[src/rtl/game_ctrl.sv]
// game_ctrl: runner-game controller -- button conditioning, IDLE/RUN/DEAD FSM and score tick timing.
// Speed levels (shrinking tick period every 100 ticks) are built only when GAME_SPEEDUP_EN is defined.
module game_ctrl #(
  parameter int TICK_DIV  = 5_000_000,
  parameter int TICK_STEP = 250_000,
  parameter int TICK_MIN  = 1_500_000,
  parameter int DEB_LEN   = 100_000
) (
  input  logic       clk,
  input  logic       rst,
  input  logic       btn_jump,
  input  logic       collide,
  output logic [1:0] gamestate,
  output logic       score_tick,
  output logic       score_clr,
  output logic       jump_pulse,
  output logic [3:0] speed_level
);

  localparam int CW = $clog2(TICK_DIV + 1);
  localparam int DW = $clog2(DEB_LEN + 1);

  typedef enum logic [1:0] {IDLE = 2'b00, RUN = 2'b01, DEAD = 2'b10, BAD = 2'b11} state_t;

  if (TICK_MIN < 1 || TICK_MIN > TICK_DIV || TICK_STEP < 0 || DEB_LEN < 1) begin : g_param_check
    $error("game_ctrl: need 1 <= TICK_MIN <= TICK_DIV, TICK_STEP >= 0, DEB_LEN >= 1");
  end

  logic          sync_p0, sync_p1;
  logic          stable, stable_q, press;
  logic [DW-1:0] deb_cnt;
  state_t        state, state_nx;
  logic [CW-1:0] tick_cnt, period;
  logic          enter_run, tick_wrap, tick_d, jump_d;

  // Stage p0/p1: two-flop synchronizer for the raw button
  always_ff @(posedge clk or negedge rst) begin
    if (!rst) begin
      sync_p0 <= 1'b0;
      sync_p1 <= 1'b0;
    end else begin
      sync_p0 <= btn_jump;
      sync_p1 <= sync_p0;
    end
  end

  // Debounce: stable follows sync_p1 only after DEB_LEN consecutive disagreeing samples
  always_ff @(posedge clk or negedge rst) begin
    if (!rst) begin
      deb_cnt  <= '0;
      stable   <= 1'b0;
      stable_q <= 1'b0;
    end else begin
      stable_q <= stable;
      if (sync_p1 != stable) begin
        if (deb_cnt == DW'(DEB_LEN - 1)) begin
          stable  <= sync_p1;
          deb_cnt <= '0;
        end else begin
          deb_cnt <= deb_cnt + 1'b1;
        end
      end else begin
        deb_cnt <= '0;
      end
    end
  end

  assign press = stable & ~stable_q;

  always_ff @(posedge clk or negedge rst) begin
    if (!rst) state <= IDLE;
    else      state <= state_nx;
  end

  always_comb begin
    state_nx = state;
    unique case (state)
      IDLE:    if (press)   state_nx = RUN;
      RUN:     if (collide) state_nx = DEAD;
      DEAD:    if (press)   state_nx = RUN;
      default: state_nx = IDLE;
    endcase
  end

  // Collide wins over a same-cycle press; a tick is dropped in the cycle RUN is left
  always_comb begin
    enter_run = (state != RUN) && (state_nx == RUN);
    tick_wrap = (state == RUN) && (tick_cnt == period - 1'b1);
    tick_d    = tick_wrap && (state_nx == RUN);
    jump_d    = press && (state == RUN) && !collide;
  end

  always_ff @(posedge clk or negedge rst) begin
    if (!rst)                tick_cnt <= '0;
    else if (state != RUN)   tick_cnt <= '0;
    else if (tick_wrap)      tick_cnt <= '0;
    else                     tick_cnt <= tick_cnt + 1'b1;
  end

`ifdef GAME_SPEEDUP_EN
  logic [6:0] lvl_ticks;
  logic [3:0] level;

  function automatic logic [3:0] sat_level_inc(input logic [3:0] l);
    return (l == 4'd15) ? l : l + 4'd1;
  endfunction

  function automatic logic [CW-1:0] calc_period(input logic [3:0] l);
    logic signed [33:0] p;
    p = $signed(34'(TICK_DIV)) - $signed(34'(l)) * $signed(34'(TICK_STEP));
    return (p < $signed(34'(TICK_MIN))) ? CW'(TICK_MIN) : CW'(p);
  endfunction

  // Level changes on the wrapping tick, so the new period applies from that wrap on
  always_ff @(posedge clk or negedge rst) begin
    if (!rst) begin
      lvl_ticks <= '0;
      level     <= '0;
    end else if (enter_run) begin
      lvl_ticks <= '0;
      level     <= '0;
    end else if (tick_d) begin
      if (lvl_ticks == 7'd99) begin
        lvl_ticks <= '0;
        level     <= sat_level_inc(level);
      end else begin
        lvl_ticks <= lvl_ticks + 7'd1;
      end
    end
  end

  assign period      = calc_period(level);
  assign speed_level = level;
`else
  assign period      = CW'(TICK_DIV);
  assign speed_level = 4'd0;
`endif

  // Output registers: gamestate trails the internal state by one cycle
  always_ff @(posedge clk or negedge rst) begin
    if (!rst) begin
      gamestate  <= 2'b00;
      score_tick <= 1'b0;
      score_clr  <= 1'b0;
      jump_pulse <= 1'b0;
    end else begin
      gamestate  <= state;
      score_tick <= tick_d;
      score_clr  <= enter_run;
      jump_pulse <= jump_d;
    end
  end

endmodule

[config.mk]
export PLATFORM = sky130hd
export DESIGN_NAME = game_ctrl
export DESIGN_NICKNAME = d
export VERILOG_FILES = /design/src/rtl/game_ctrl.sv
export SDC_FILE = /design/constraint.sdc
export NUM_CORES = 1
export LEC_CHECK = 0
export CELL_PAD_IN_SITES_DETAIL_PLACEMENT = 1
export CELL_PAD_IN_SITES_GLOBAL_PLACEMENT = 1
export CORE_ASPECT_RATIO = 1.75
export CORE_MARGIN = 1.5
export CORE_UTILIZATION = 47
export CTS_BUF_LIST = sky130_fd_sc_hd__clkbuf_8 sky130_fd_sc_hd__clkbuf_16
export DETAILED_ROUTE_END_ITERATION = 12
export PLACE_DENSITY_LB_ADDON = 0.2
export SYNTH_ARGS = -nofsm -noshare
export SYNTH_HDL_FRONTEND = slang
export SYNTH_SLANG_ARGS = --single-unit
[constraint.sdc]
create_clock -name clk -period 2.1 [get_ports clk]
set_input_delay 0.21 -clock clk [delete_from_list [all_inputs] [get_ports clk]]
set_output_delay 0.21 -clock clk [all_outputs]
set_load 0.03 [all_outputs]
# Yosys cells after proc, flatten, opt, wreduce, memory -nomap -nowiden

Cells that the tools add are included.

Input bits: 4
Flip-flop bits (word level): 51
Output and inout port bits: 9

Add/subtract/negate cells: 2
Eq/ne operators: 7
Reductions and logical operators: 9
Multiplexer cells: 7
Bitwise operators: 2

Operator list:

| kind                                                            | number |
|---|---|
| 23-bit 2-to-1 mux                                               | 2 |
| 17-bit 2-to-1 mux                                               | 2 |
| 23-bit by 1-bit adder with 23-bit output, second input constant | 1 |
| 23-bit == test, second input constant                           | 1 |
| 17-bit by 1-bit adder with 17-bit output, second input constant | 1 |
| 17-bit == test, second input constant                           | 1 |
| 1-bit logical AND                                               | 5 |
| 2-bit by 1-bit == test with 1-bit output, second input constant | 2 |
| 2-bit 2-to-1 mux                                                | 2 |
| 2-bit case mux with 2 select lines                              | 1 |
| 2-bit == test, second input constant                            | 1 |
| 2-bit zero test                                                 | 1 |
| 2-bit by 1-bit != test with 1-bit output, second input constant | 1 |
| 2-bit AND reduction                                             | 1 |
| 2-bit OR reduction                                              | 1 |
| 1-bit bitwise AND                                               | 1 |
| 1-bit zero test                                                 | 1 |
| 1-bit != test                                                   | 1 |
| 1-bit inverter                                                  | 1 |

# Depth between registers and ports, before layout

Gate-level depths: netlist of run 1.

Depth in word-level cells: 6
Gate-level depth with buffers: 7
Depth with buffers taken out: 5

# Worst setup path after synthesis of run 1

Ideal clock, no wire load.

Path kind: reg2reg
Start: register tick_cnt[15]
End: register tick_cnt[20]
Slack: 301 ps
Arrival: 1669 ps
Clock period less this slack: 1799 ps
Stages on the path, launching flop included: 7
Setup time: 130 ps
Cells stage by stage: dfrtp_1 > buf_6 > or4b_1 > or3_4 > o21bai_4 > buf_6 > a21oi_1

Longest elaborated chain between the ends: 4
Elaborated cells between the ends (all ways): 5
Those cells by class: 1 x add/sub; 1 x eq/ne; 2 x mux; 1 x reduce/logical

RTL lines:

| element                                                                                          | line | source |
|---|---|---|
| from (decl)                                                                                      | 33   | `logic [CW-1:0] tick_cnt, period;` |
| from (signal assigned)                                                                           | 97   | `else tick_cnt <= tick_cnt + 1'b1;` |
| parallel branches: the longest is 2 deep, another holds 23-bit by 1-bit adder with 23-bit output | -    |  |
| 23-bit 2-to-1 mux *                                                                              | 96   | `else if (tick_wrap) tick_cnt <= '0;` |
| 23-bit 2-to-1 mux *                                                                              | 95   | `else if (state != RUN) tick_cnt <= '0;` |

Mark *: on every way between the ends.
A chain may end at the register's enable or synchronous reset.

# Worst setup path in the final report of run 1

Start: register tick_cnt[17]
End: register tick_cnt[22]

The elaborated chain is that of the path after synthesis.

==> results of run 1 <==
[worst min-delay path by stage]
| stage | from | end | depth (start not counted) |
|---|---|---|---|
| 5_1_grt | rst | stable | 2 |
| 6_report | rst | tick_cnt[15] | 2 |
| 3_3_place_gp | sync_p0 | sync_p1 | 0 |
| 3_5_place_dp | sync_p0 | sync_p1 | 0 |
| 4_1_cts | rst | stable_q | 2 |
| 2_1_floorplan | rst | deb_cnt[0] | 0 |
[registers in the layout (all words and copies together) (netlist names)]
| name | cells |
|---|---|
| score_tick | 1 |
| score_clr | 1 |
| sync_p0 | 1 |
| jump_pulse | 1 |
| gamestate | 2 |
| tick_cnt | 23 |
| deb_cnt | 17 |
| stable | 1 |
| sync_p1 | 1 |
| state | 2 |
| stable_q | 1 |
[cell usage after synthesis, types with 2 or more instances]
| cell type | count | area, um2 |
|---|---|---|
| a21oi_1 | 10 | 50.05 |
| and3_1 | 3 | 18.77 |
| and4_1 | 8 | 70.07 |
| buf_2 | 2 | 10.01 |
| buf_4 | 4 | 30.03 |
| buf_6 | 3 | 33.78 |
| dfrtp_1 | 51 | 1276 |
| ha_1 | 2 | 25.02 |
| inv_1 | 5 | 18.77 |
| nand2_1 | 13 | 48.80 |
| nand2b_1 | 2 | 12.51 |
| nand3_1 | 15 | 75.07 |
| nand4_1 | 10 | 62.56 |
| nor2_1 | 34 | 127.6 |
| nor3_1 | 6 | 30.03 |
| nor4b_1 | 2 | 17.52 |
| nor4bb_1 | 2 | 20.02 |
| o21ai_0 | 7 | 35.03 |
| o31ai_1 | 2 | 15.01 |
| o41ai_1 | 2 | 17.52 |
| or3_1 | 7 | 43.79 |
| or3b_2 | 2 | 17.52 |
| or4_1 | 3 | 22.52 |
| xnor2_1 | 12 | 105.1 |
| xor2_1 | 15 | 131.4 |
[logic make-up after synthesis]
family / count (synthesis) / share of synthesized area (%)
AOI/OAI and AO/OA: 24 / 6.067
adders and majority gates: 2 / 1.028
DFF: 51 / 52.44
xor gates and xnor gates: 27 / 9.717
other: 1 / 0.1541
muxes: 1 / 0.4627
and+or+nand+nor: 115 / 26.17
buffers and inverters: 15 / 3.959
[routing by layer]
metal	GRT usage [%]	wire [um]	share of wire, %
met5	0	0	0
met4	8.587	123	2.4
met3	3.841	102	2.0
met2	37.85	2859	57
met1	21.08	1949	39
[stage by stage]
stage               cell area [um2]  util, %  power (mW)  setup slack [ns]  std cells
finish                         2666    53.57       1.626            0.1660        305
global route                   2666    53.57       1.681           0.07622        305
CTS                            2650    53.24       1.651           0.08146        305
detailed placement             2562    51.48       1.068            0.1067        298
global placement               2562    51.48       1.067            0.1941        298
floorplan                      2445        -       1.041            0.3014        239
[cell type report]
class	count	area, um2	area share, %
Timing Repair Buffer	15	127.6	4.786
Inverter	5	18.77	0.7039
Clock inverter	1	5.005	0.1877
Tap cell	54	67.56	2.534
Multi-Input combinational cell	173	1089	40.83
Clock buffer	6	82.58	3.097
Sequential cell	51	1276	47.86
[worst max-delay path, delay by kind of cell (launching register included)]
family	cells	cell delay, ns
buffers and inverters	1	0.23
DFF	1	0.44
AOI/OAI and AO/OA	2	0.18
and+or+nand+nor	2	0.95
[where the power goes]
| group | internal (mW) | switching, mW |
|---|---|---|
| Sequential | 0.988 | 0.00542 |
| Combinational | 0.0120 | 0.0411 |
| Clock | 0.259 | 0.320 |
| Total | 1.26 | 0.367 |
==> results.md, run 1 <==
* Crit path time final at ~1.9 ns
* Max-cap violation count at 0
* H-tree depth at 2
* Crit path from: tick_cnt[17]
* Rel. slew slack at between 50% and 60%
* Die Area at roughly 0.0056 mm2
* Global Route Usage Sum at around a fifth
* Seq cells post-synth at approximately 50
* Cells after Synth at around 240
* Share of cells above drive strength 1 at around 8.4%
* Worst-margin pin slew at between 0.6 and 0.7 ns
* Crit. End Element: flip-flop
* IO buf count at 8
* Violated checks: hold timing
* Syn Area/Cell at between 10 and 15 um2
* Row count at 34
* First-pass iteration count of the detailed router at 4
* Main synth FF type: dfrtp_1
* Clk_lat worst skew at 0.31 ns
* CTS tree: built
* Mapped Area at about 0.0024 mm2
* Crit Path Max Fanout at 15
* Outcome: complete, but fails checks
* Post-synth cell types at 39
* Max IR drop VDD at roughly 0.00043 V
* Final clock skew at about 0.012 ns
* Most frequent cells in the layout: 51 x dfrtp_1, 34 x nor2_1, 15 x nand3_1, 15 x xor2_1, 13 x nand2_1
* RSZ-0062 raised after global routing: false
* Fillers at 565
* Core outline area at 0.004977 mm2
* Vias post-DR at between 1,500 and 2,000
* # Post-CTS Setup Buffers at 0
* Vias in the first global route at ~1,900
* Initial antenna violation count at 0
* Static leakage at between 1 and 1.5 nW
* Slew Limit Fails at 0
* Leading cell type in the layout, fill and taps excluded: dfrtp_1
* CP required at 2.28 ns
* CP max-delay cell: or4b_1
* R2R Path End: tick_cnt[22]
* Hold_ws at -0.006126 ns
* First-pass GRT wire length at between 8000 and 9000 um
* Hold violation count in the final report at 3
* Hold Crit Class: input port to asynchronous set/reset pin
* Critical Path AT at 2.11 ns
* Hold buffer count at cts at 0
* I/O Pins at 13
* DRC at 0
* Sequential area share after synthesis at approximately 52%
* Clk sinks at 51
* Critical R2R Launch: tick_cnt[17]
* CP Capture Point: tick_cnt[22]
* Total gr overflow at 0
* Fraction of the cycle the final worst path needs at between 90% and 100%
* Number of enable flip-flop cells after synthesis at 0
* Die Y at 98.19 um
* Upper clock frequency limit at around 0.52 GHz
* Cell depth of the worst flop-to-flop path at 5
* Total CTS buffers at 5
* Setup TNS at 0 ns
* Nets at 257
* Largest net degree at the start of global routing at 52
* Setup-failing EPs final at 0
* CP Cell Sequence: or4b_1, or3_4, o21bai_4, buf_4, a21oi_1
* Pwr Density at 609.9 mW/mm2
* CP max stage delay at between 0.5 and 0.6 ns
* Gpl congestion at 0.7497
* Total Wirelength at 5035 um
* Synth-to-Final Area Change at 9.563%
* Chip width at approximately 57 um
* Post-route ant nets at 0
* Async S/R FF share, synth at 100.0%
* Clock Tree Root: clkbuf_8
* CP Launch Type: flip-flop
* Dpl hpwl at between 3000 and 4000 um
* Via density at 5.852
* Starting Density at roughly 49%
* Ant. Diodes at 0
* Reg2reg setup slack at around 0.17 ns
* Resized cells post-CTS at 0
* CTS max path bufs at 2
* Kind of critical path: flip-flop to flip-flop
* Clock-pin slew reported for the worst setup and hold paths after clock tree synthesis at 0.09 ns
* DR WL/cell at about 17 um
* First DRT Iteration DRCs at 48
* Yosys warns at 0
Power figures use the tool's default switching activity.
==> run 2, diff against run 1 <==
--- a/config.mk
+++ b/config.mk
@@ -7,12 +7,14 @@
 export LEC_CHECK = 0
 export CELL_PAD_IN_SITES_DETAIL_PLACEMENT = 1
 export CELL_PAD_IN_SITES_GLOBAL_PLACEMENT = 1
-export CORE_ASPECT_RATIO = 1.75
+export CORE_ASPECT_RATIO = 0.7
 export CORE_MARGIN = 1.5
 export CORE_UTILIZATION = 47
 export CTS_BUF_LIST = sky130_fd_sc_hd__clkbuf_8 sky130_fd_sc_hd__clkbuf_16
 export DETAILED_ROUTE_END_ITERATION = 12
 export PLACE_DENSITY_LB_ADDON = 0.2
+export REMOVE_ABC_BUFFERS = 1
+export SLEW_MARGIN = 15
 export SYNTH_ARGS = -nofsm -noshare
 export SYNTH_HDL_FRONTEND = slang
 export SYNTH_SLANG_ARGS = --single-unit
==> results.md, run 2 (synthesis gave the netlist of run 1 again) <==
* Outcome: finished, final reports clean
* Nets at 254 (-1.2%)
* Post-route ant nets at 0 (unchanged)
* Sequential share of power at 54.0% (-7.1 points)
* Via density at 5.491 (-6.2%)
* Crit Path Max Fanout at 22 (+7)
* Placed Cells at 309 (+3.7%)
* Share of cells above drive strength 1 at 6.827% (-1.5 points)
* Vias in the first global route at 1,784 (-6.9%)
* DRC at 0 (unchanged)
* Hold Crit Class: input port to flip-flop
* Critical Path AT at 2.07 ns (-0.04 ns)
* CP required at 2.27 ns (about the same)
* Starting Density at 49.80% (+0.90 points)
* Die Y at 63.21 um (-36%)
* Largest regs: tick_cnt x23, deb_cnt x17
* CP max-delay cell: or4_1
* I/O Pins at 13 (unchanged)
* Chip width at 89.01 um (+55%)
* Biggest register: tick_cnt
* Met1 usage at 30.19% (+9.1 points)
* CP Launch Type: flip-flop
* Comb power frac at 3.1% (-0.2 points)
* Die Area at 0.005626 mm2 (-0.18%)
* Fraction of the cycle the final worst path needs at 90.13% (-2.0 points)
* Final clock skew at 0.005981 ns (-0.006139 ns)
* Area occupied by multi-input gates at 0.001089 mm2 (unchanged)
* Dpl hpwl at 3656 um (+1.8%)
* # Post-CTS Setup Buffers at 0 (unchanged)
* Final Util at 55.97% (+2.4 points)
* Grt met2 use at 29.73% (-8.1 points)
* Ant. Diodes at 0 (unchanged)
* Initial antenna violation count at 0 (unchanged)
* Fillers at 547 (-3.2%)
* CP max stage delay at 0.54 ns (about the same)
* Worst-margin pin slew at 0.5795 ns (-0.06284 ns)
* Reg2reg setup slack at 0.21 ns (+0.04 ns)
* Crit. End Element: flip-flop
* Crit path time final at 1.893 ns (-0.04115 ns)
* Routing usage on met3 at 4.849% (+1.0 points)
* Fin area at 0.002735 mm2 (+2.6%)
* Sw frac at 19.95% (-2.6 points)
* Setup TNS at 0 ns (unchanged)
* NetSw at 0.3675 mW (+0.14%)
* Hold violation count in the final report at 0 (-3)
* Post-DP Area at 0.002576 mm2 (+0.54%)
* Slew Limit Fails at 0 (unchanged)
* Pwr Density at 673.5 mW/mm2 (+10%)
* DR WL/cell at 15.95 um (-3.4%)
* Gpl congestion at 0.8578 (+14%)
* Kind of critical path: flip-flop to flip-flop
* Max-cap violation count at 0 (unchanged)
* First DRT Iteration DRCs at 45 (-6.3%)
* Total gr overflow at 0 (unchanged)
* CTS max path bufs at 2 (unchanged)
* Tot Pwr at 1.842 mW (+13%)
* RSZ-0062 raised after global routing: false
* First-pass GRT wire length at 8687 um (-2.2%)
* Clock-pin slew reported for the worst setup and hold paths after clock tree synthesis at 0.09 ns (about the same)
* CP Cell Sequence: or4_1, or3_4, o21bai_4, buf_12, a21oi_1
* Max reg flops at 23 (unchanged)
* Leading cell type in the layout, fill and taps excluded: dfrtp_1
* Rel. slew slack at 61.37% (+4.2 points)
* Synth-to-Final Area Change at 12.39%
* Clk sinks at 51 (unchanged)
* IO buf count at 8 (unchanged)
* First-pass iteration count of the detailed router at 4 (unchanged)
* Reg area at 0.001276 mm2 (unchanged)
* Core outline area at 0.004887 mm2 (-1.8%)
* Busiest grt layer: met1
* Row count at 21 (-38%)
* Setup-failing EPs final at 0 (unchanged)
* Final worst slack at 0.2072 ns (+0.04115 ns)
* Pre-CTS setup slack at 0.07398 ns (-0.03277 ns)
* H-tree depth at 2 (unchanged)
* Total CTS buffers at 5 (unchanged)
* Clock Tree Root: clkbuf_8
* Most frequent cells in the layout: 51 x dfrtp_1, 34 x nor2_1, 15 x nand3_1, 15 x xor2_1, 13 x nand2_1
* CTS tree: built
* Clock power frac at 42.9% (+7.2 points)
* Static leakage at 1.116 nW (+1.6%)
* Global Route Usage Sum at 20.31% (+0.041 points)
* Hold_ws at 0.3519 ns (+0.3580 ns)
* Vias post-DR at 1,746 (-2.2%)
* Largest net degree at the start of global routing at 29 (-44%)
* Upper clock frequency limit at 0.5283 GHz (+2.2%)
* Total Wirelength at 5071 um (+0.71%)
* Clk_lat worst skew at 0.30 ns (about the same)
* Int Pwr at 1.475 mW (+17%)
* Non-Filler Instances at 318 (+4.3%)
* Max IR drop VDD at 0.0003838 V (-11%)
## run 2: changes by cell type in the layout (fill, tap and decap cells not counted)
cell / previous run / this run
clkinv_2: 1 / 0
buf_12: 0 / 2
buf_4: 7 / 1
bufinv_16: 0 / 2
inv_1: 5 / 6
dlygate4sd3_1: 0 / 1
clkbuf_8: 6 / 5
## run 2: critical path, delay by kind of cell, from the launching register on
family          cells  cell delay [ns]
flops               1             0.46
compound gates      2             0.19
buf+inv             1             0.17
simple gates        2             0.94
## run 2: path summary, 6_finish.rpt
path                               from      endpoint  depth (start not counted)
setup / recovery           tick_cnt[16]  tick_cnt[22]                          5
hold / removal                 btn_jump       sync_p0                          1
setup reg to reg           tick_cnt[16]  tick_cnt[22]                          5
hold reg to reg                 sync_p0       sync_p1                          0
max in group asynchronous           rst  tick_cnt[12]                          3
min in group asynchronous           rst   deb_cnt[16]                          2
## run 2: final cells by class
class                           instances  share of cell area, %
Multi-Input combinational cell        173                  39.80
Timing Repair Buffer                   12                  4.849
Clock buffer                            5                  2.516
Sequential cell                        51                  46.66
Clock inverter                          3                  2.333
Inverter                                5                 0.6862
Tap cell                               69                  3.156
## run 2: metal layers
layer	up-vias	share of wire, %
met2	24	43
met1	869	53
met4	0	0.49
li1	851	-
met5	-	0
met3	2	3.2
## run 2: power by group through the flow
stage          registers, mW  logic (mW)  clock network [mW]
2_1_floorplan           1.01      0.0225                   0
3_3_place_gp            1.01      0.0572                   0
3_5_place_dp            1.01      0.0583                   0
4_1_cts                0.994      0.0597               0.813
5_1_grt                0.995      0.0658               0.854
6_report               0.994      0.0574               0.791
## run 2: what timing repair did
item                       CTS  global route
hold endpoints to repair    23             0
hold buffers                 1             0
setup endpoints to repair    0             3
gates resized for setup      0             2
==> RTL edit 1, RTL diff (config.mk and constraints of run 2) <==
`TICK_DIV`: 5_000_000 -> 2_500_000.
--- a/src/rtl/game_ctrl.sv
+++ b/src/rtl/game_ctrl.sv
@@ -2,5 +2,5 @@
 // Speed levels (shrinking tick period every 100 ticks) are built only when GAME_SPEEDUP_EN is defined.
 module game_ctrl #(
-  parameter int TICK_DIV  = 5_000_000,
+  parameter int TICK_DIV  = 2_500_000,
   parameter int TICK_STEP = 250_000,
   parameter int TICK_MIN  = 1_500_000,
Formal check against the unedited RTL: no difference found for any inputs over 10 cycles, from zero or initial values and one cycle with rst low; that may be too few to reach the edited logic, so the function may still have changed.
==> RTL edit 1 against run 2 <==
Synthesized area shrank 2.8%. Sequential cell count down 1. Wire length is 18% higher. Global-route usage up 4.4 points. Count of clock-buffer cells in the layout is 1 higher. Cell area increased by 2.1%. Synthesized cell count fell by 2.1%. Sequential power shrank 1%. Setup slack worse by 160 ps. Power is 2.6% higher. Clock power rose by 6.1%. Critical path type unchanged.
==> RTL edit 1: results <==
metrics = {
    "outcome": {
        "status": "complete, no violations",
    },
    "route": {
        "wl_per_cell_um": 18.1,
        "drt-pass1-iter-count": 4,
        "avgViaCountPerCell": 5.67,
        "met1Wirelength_um": 2940,
        "met3_wirelength_um": 302,
        "dr_wl_met2_um": 2690,
        "vias": 1878,
        "drt-initial-drc-count": 137,
    },
    "clock_network": {
        "root_buffer": "clkbuf_8",
        "cts_inserted_buffers": 5,
        "clockBufferDepth": 2,
    },
    "critical_path": {
        "worstPathArrival_ps": 2250,
        "cp-endpoint": "tick_cnt[17]$_DFF_PN0_",
        "path_max_fanout": 5,
        "rrSetupSlack_ps": 40,
        "startpoint": "state[1]$_DFF_PN0_",
        "ff2ff_path_depth": 5,
    },
    "timing": {
        "whs_ps": 363,
        "maxClockFrequency_mhz": 486,
        "fin_skew_ps": 8.40,
        "tightest_slew_ps": 548,
    },
    "placed_design": {
        "dp_hpwl_um": 4240,
        "dpl-instance-area_um2": 2610,
        "port_buffers": 8,
        "placed_cells": 320,
        "gp_congestion": 0.878,
        "pre_cts_ws_ps": 36.1,
    },
    "power": {
        "leakagePower_nw": 1.11,
        "irDropWorstVdd_uv": 355,
    },
    "global_route": {
        "grt_pass1_wl_um": 10300,
        "grt_pass1_vias": 1996,
        "antenna_found_initial": 0,
        "grt_max_degree": 20,
        "grtUsageTotal_pct": 24.7,
    },
    "yosys": {
        "yosysSeqAreaShare_pct": 52.9,
        "ys_async_sr_fraction_pct": 100,
        "yosysUniqueCellTypes": 39,
        "yosysWarnings": 0,
        "syn_avg_cell_area_um2": 10.2,
        "synthTopCellsByArea": "dfrtp_1 53%, nor2_1 5.4%, xor2_1 5.2%",
        "synth_commonest_cells": "50 x dfrtp_1, 34 x nor2_1, 14 x xor2_1",
        "synth_top_flop_cell": "dfrtp_1",
    },
    "cells_and_area": {
        "drive_above_1_share_pct": 13.7,
        "nNetsFinal": 267,
        "reg_top3": "tick_cnt (22), deb_cnt (17)",
    },
    "hold_path": {
        "worstHoldPathType": "primary input to async pin",
    },
}
==> RTL edit 1: cell type report <==
class / instances / area, µm²
repair buffers: 28 / 235
inverters: 4 / 15.0
clock inverters: 2 / 60.1
clock buffers: 6 / 82.6
well taps: 69 / 86.3
fillers: 556 / 2020
multi-input cells: 172 / 1060
flip-flops and latches: 50 / 1250
==> RTL edit 1: layer usage <==
layer | GRT usage, % | vias to the layer above
met2 | 36.1 | 39
met4 | 5.95 | 0
met3 | 5.19 | 5
met1 | 37.6 | 954
met5 | 0 | -
li1 | - | 880
==> RTL edit 1: report_power, final <==
part	internal [W]	switching [W]	total [W]
Sequential	0.000973	0.00000903	0.000982
Combinational	0.0000208	0.0000480	0.0000688
Clock	0.000508	0.000331	0.000839
==> RTL edit 1: repair_timing <==
action | CTS | global route
resized for setup | 0 | 5
hold buffers | 1 | 0
hold endpoints to repair | 14 | 0
endpoints found under the setup margin | 0 | 21
buffers inserted | 0 | 1
==> RTL edit 1: worst max-delay path: stages (launching register included) <==
cell and delay [ps]:
dfrtp_1 440, or4b_1 520, or4_4 530, o21ai_4 210, buf_4 190, a21oi_1 50
==> RTL edit 1: logic make-up after synthesis <==
family                     after synthesis  share of synthesized area [%]
and+or+nand+nor                        115                           26.8
DFF                                     50                           52.9
xor gates and xnor gates                26                           9.63
AOI/OAI and AO/OA                       24                           5.82
buffers and inverters                   12                           3.17
adders and majority gates                2                           1.06
other                                    1                          0.159
muxes                                    1                          0.476
==> RTL edit 2, RTL diff (config.mk and constraints of run 2) <==
Without the edit above. The output `score_clr` loses its register stage (`score_clr` becomes a continuous assignment).
--- a/src/rtl/game_ctrl.sv
+++ b/src/rtl/game_ctrl.sv
@@ -142,14 +142,14 @@
       gamestate  <= 2'b00;
       score_tick <= 1'b0;
-      score_clr  <= 1'b0;
       jump_pulse <= 1'b0;
     end else begin
       gamestate  <= state;
       score_tick <= tick_d;
-      score_clr  <= enter_run;
       jump_pulse <= jump_d;
     end
   end
 
+  assign score_clr = enter_run;
+
 endmodule
 
Check against the original RTL: no difference found for any inputs over 10 cycles, from zero or initial values and one cycle with rst low; that may be too few to reach the edited logic, so the function may still have changed.
==> RTL edit 2 against run 2 <==
The flow now finishes with violations (negative hold slack). Setup slack lost 82 ps. Wire length grew 5.0%. Global-route usage grew 1.1 points. Power shrank 12%. Synthesized area shrank 1.0%. Synthesized cell count shrank 0.42%. Cell area shrank 1.7%. Sequential cell count shrank 1.
==> RTL edit 2: results <==
metrics = {
    "outcome": {
        "status": "finished with violations",
        "violations": "negative hold slack",
    },
    "yosys": {
        "yosysSeqAreaShare_pct": 51.9,
        "yosysUniqueCellTypes": 39,
        "synth_compound_area_share_pct": 6.13,
        "synthMuxAreaShare_pct": 0.468,
        "synth_commonest_cells": "50 x dfrtp_1, 34 x nor2_1, 15 x nand3_1, 15 x xor2_1, 13 x nand2_1",
        "synth_top_flop_cell": "dfrtp_1",
        "synth_fa_ha_area_share_pct": 1.04,
        "synthXorXnorAreaFrac_pct": 9.82,
        "synthTopCellsByArea": "dfrtp_1 52%, xor2_1 5.5%, nor2_1 5.3%",
    },
    "clock_network": {
        "root_buffer": "clkbuf_8",
        "clockBufferDepth": 2,
        "cts_inserted_buffers": 5,
    },
    "critical_path": {
        "reg2reg_from": "tick_cnt[16]$_DFF_PN0_",
        "worstPathArrival_ps": 2150,
        "path_max_fanout": 20,
        "rrSetupSlack_ps": 130,
        "path_class": "flip-flop to flip-flop",
    },
    "cells_and_area": {
        "drive_above_1_share_pct": 9.13,
        "reg_top3": "tick_cnt (23), deb_cnt (17)",
        "multiInputGateArea_um2": 1090,
        "nFillCells": 557,
        "nNetsFinal": 257,
    },
    "global_route": {
        "met3_usage_pct": 4.89,
        "grt_max_degree": 51,
        "met2_usage_pct": 28.2,
        "grt_pass1_wl_um": 9030,
        "grtUsageTotal_pct": 21.5,
        "use_met1_pct": 34.5,
    },
    "placed_design": {
        "gp_congestion": 0.862,
        "port_buffers": 8,
        "dpl-instance-area_um2": 2580,
        "pre_cts_ws_ps": 98.3,
        "dp_hpwl_um": 3750,
    },
    "power": {
        "irDropWorstVdd_uv": 416,
        "leakagePower_nw": 1.10,
        "power.total_w": 0.00162,
    },
    "route": {
        "met3_wirelength_um": 228,
        "vias": 1783,
        "postRouteAntennaNets": 0,
        "met1Wirelength_um": 2830,
        "wl_um": 5320,
        "dr_wl_met2_um": 2210,
        "drt-initial-drc-count": 97,
    },
    "timing": {
        "maxClockFrequency_mhz": 506,
        "tightest_slew_ps": 618,
        "fin_skew_ps": 6.05,
        "finalSetupTns_ps": 0,
        "hold_violations": 8,
        "whs_ps": -9.69,
    },
    "hold_path": {
        "worstHoldPathType": "primary input to async pin",
    },
}
[RTL edit 2: worst min-delay path by stage]
stage,from,endpoint,slack (ps)
final,rst,deb_cnt[14]$_DFF_PN0_,-10
after floorplan,rst,deb_cnt[0]$_DFF_PN0_,-90
after global placement,sync_p0$_DFF_PN0_,sync_p1$_DFF_PN0_,340
after global routing,rst,deb_cnt[9]$_DFF_PN0_,40
after CTS,rst,deb_cnt[12]$_DFF_PN0_,20
after detailed placement,sync_p0$_DFF_PN0_,sync_p1$_DFF_PN0_,340
[RTL edit 2: logic make-up (layout without fill, tap and decap cells)]
family	Yosys count	after routing
adder cells (fa/ha/maj)	2	2
flip-flops	50	50
buffers and inverters	15	29
XOR/XNOR	27	27
AND/OR/NAND/NOR	115	115
other	1	4
multiplexers	1	1
AO/OA/AOI/OAI	24	24
[RTL edit 2: cell type report]
cell class / count / share of cell area, %
inverter: 5 / 0.698
multi-input combinational: 173 / 40.5
tap: 69 / 3.21
sequential: 50 / 46.6
clock buffer: 6 / 3.07
timing repair buffer: 16 / 5.49
clock inverter: 2 / 0.466
[RTL edit 2: metrics by stage]
| step | hold WS [ps] | cells |
|---|---|---|
| floorplan | -85.6 | 228 |
| global placement | 343 | 313 |
| detailed placement | 340 | 313 |
| CTS | 23.1 | 321 |
| global route | 43.8 | 321 |
| finish | -9.69 | 321 |
[RTL edit 2: repair_timing]
item	CTS	global route
hold buffers	0	0
resized for setup	0	2
setup endpoints to repair	0	4
[RTL edit 2: worst max-delay path, cell delays in order (launching register included)]
cell	delay (ps)
dfrtp_1	460
or4_1	560
or3_4	400
o21bai_4	180
buf_12	180
a21oi_1	60
[RTL edit 2: report_power, final]
part           internal (W)  switching, W
Sequential         0.000968    0.00000610
Clock              0.000265      0.000324
Combinational     0.0000130     0.0000410
Total               0.00125      0.000371
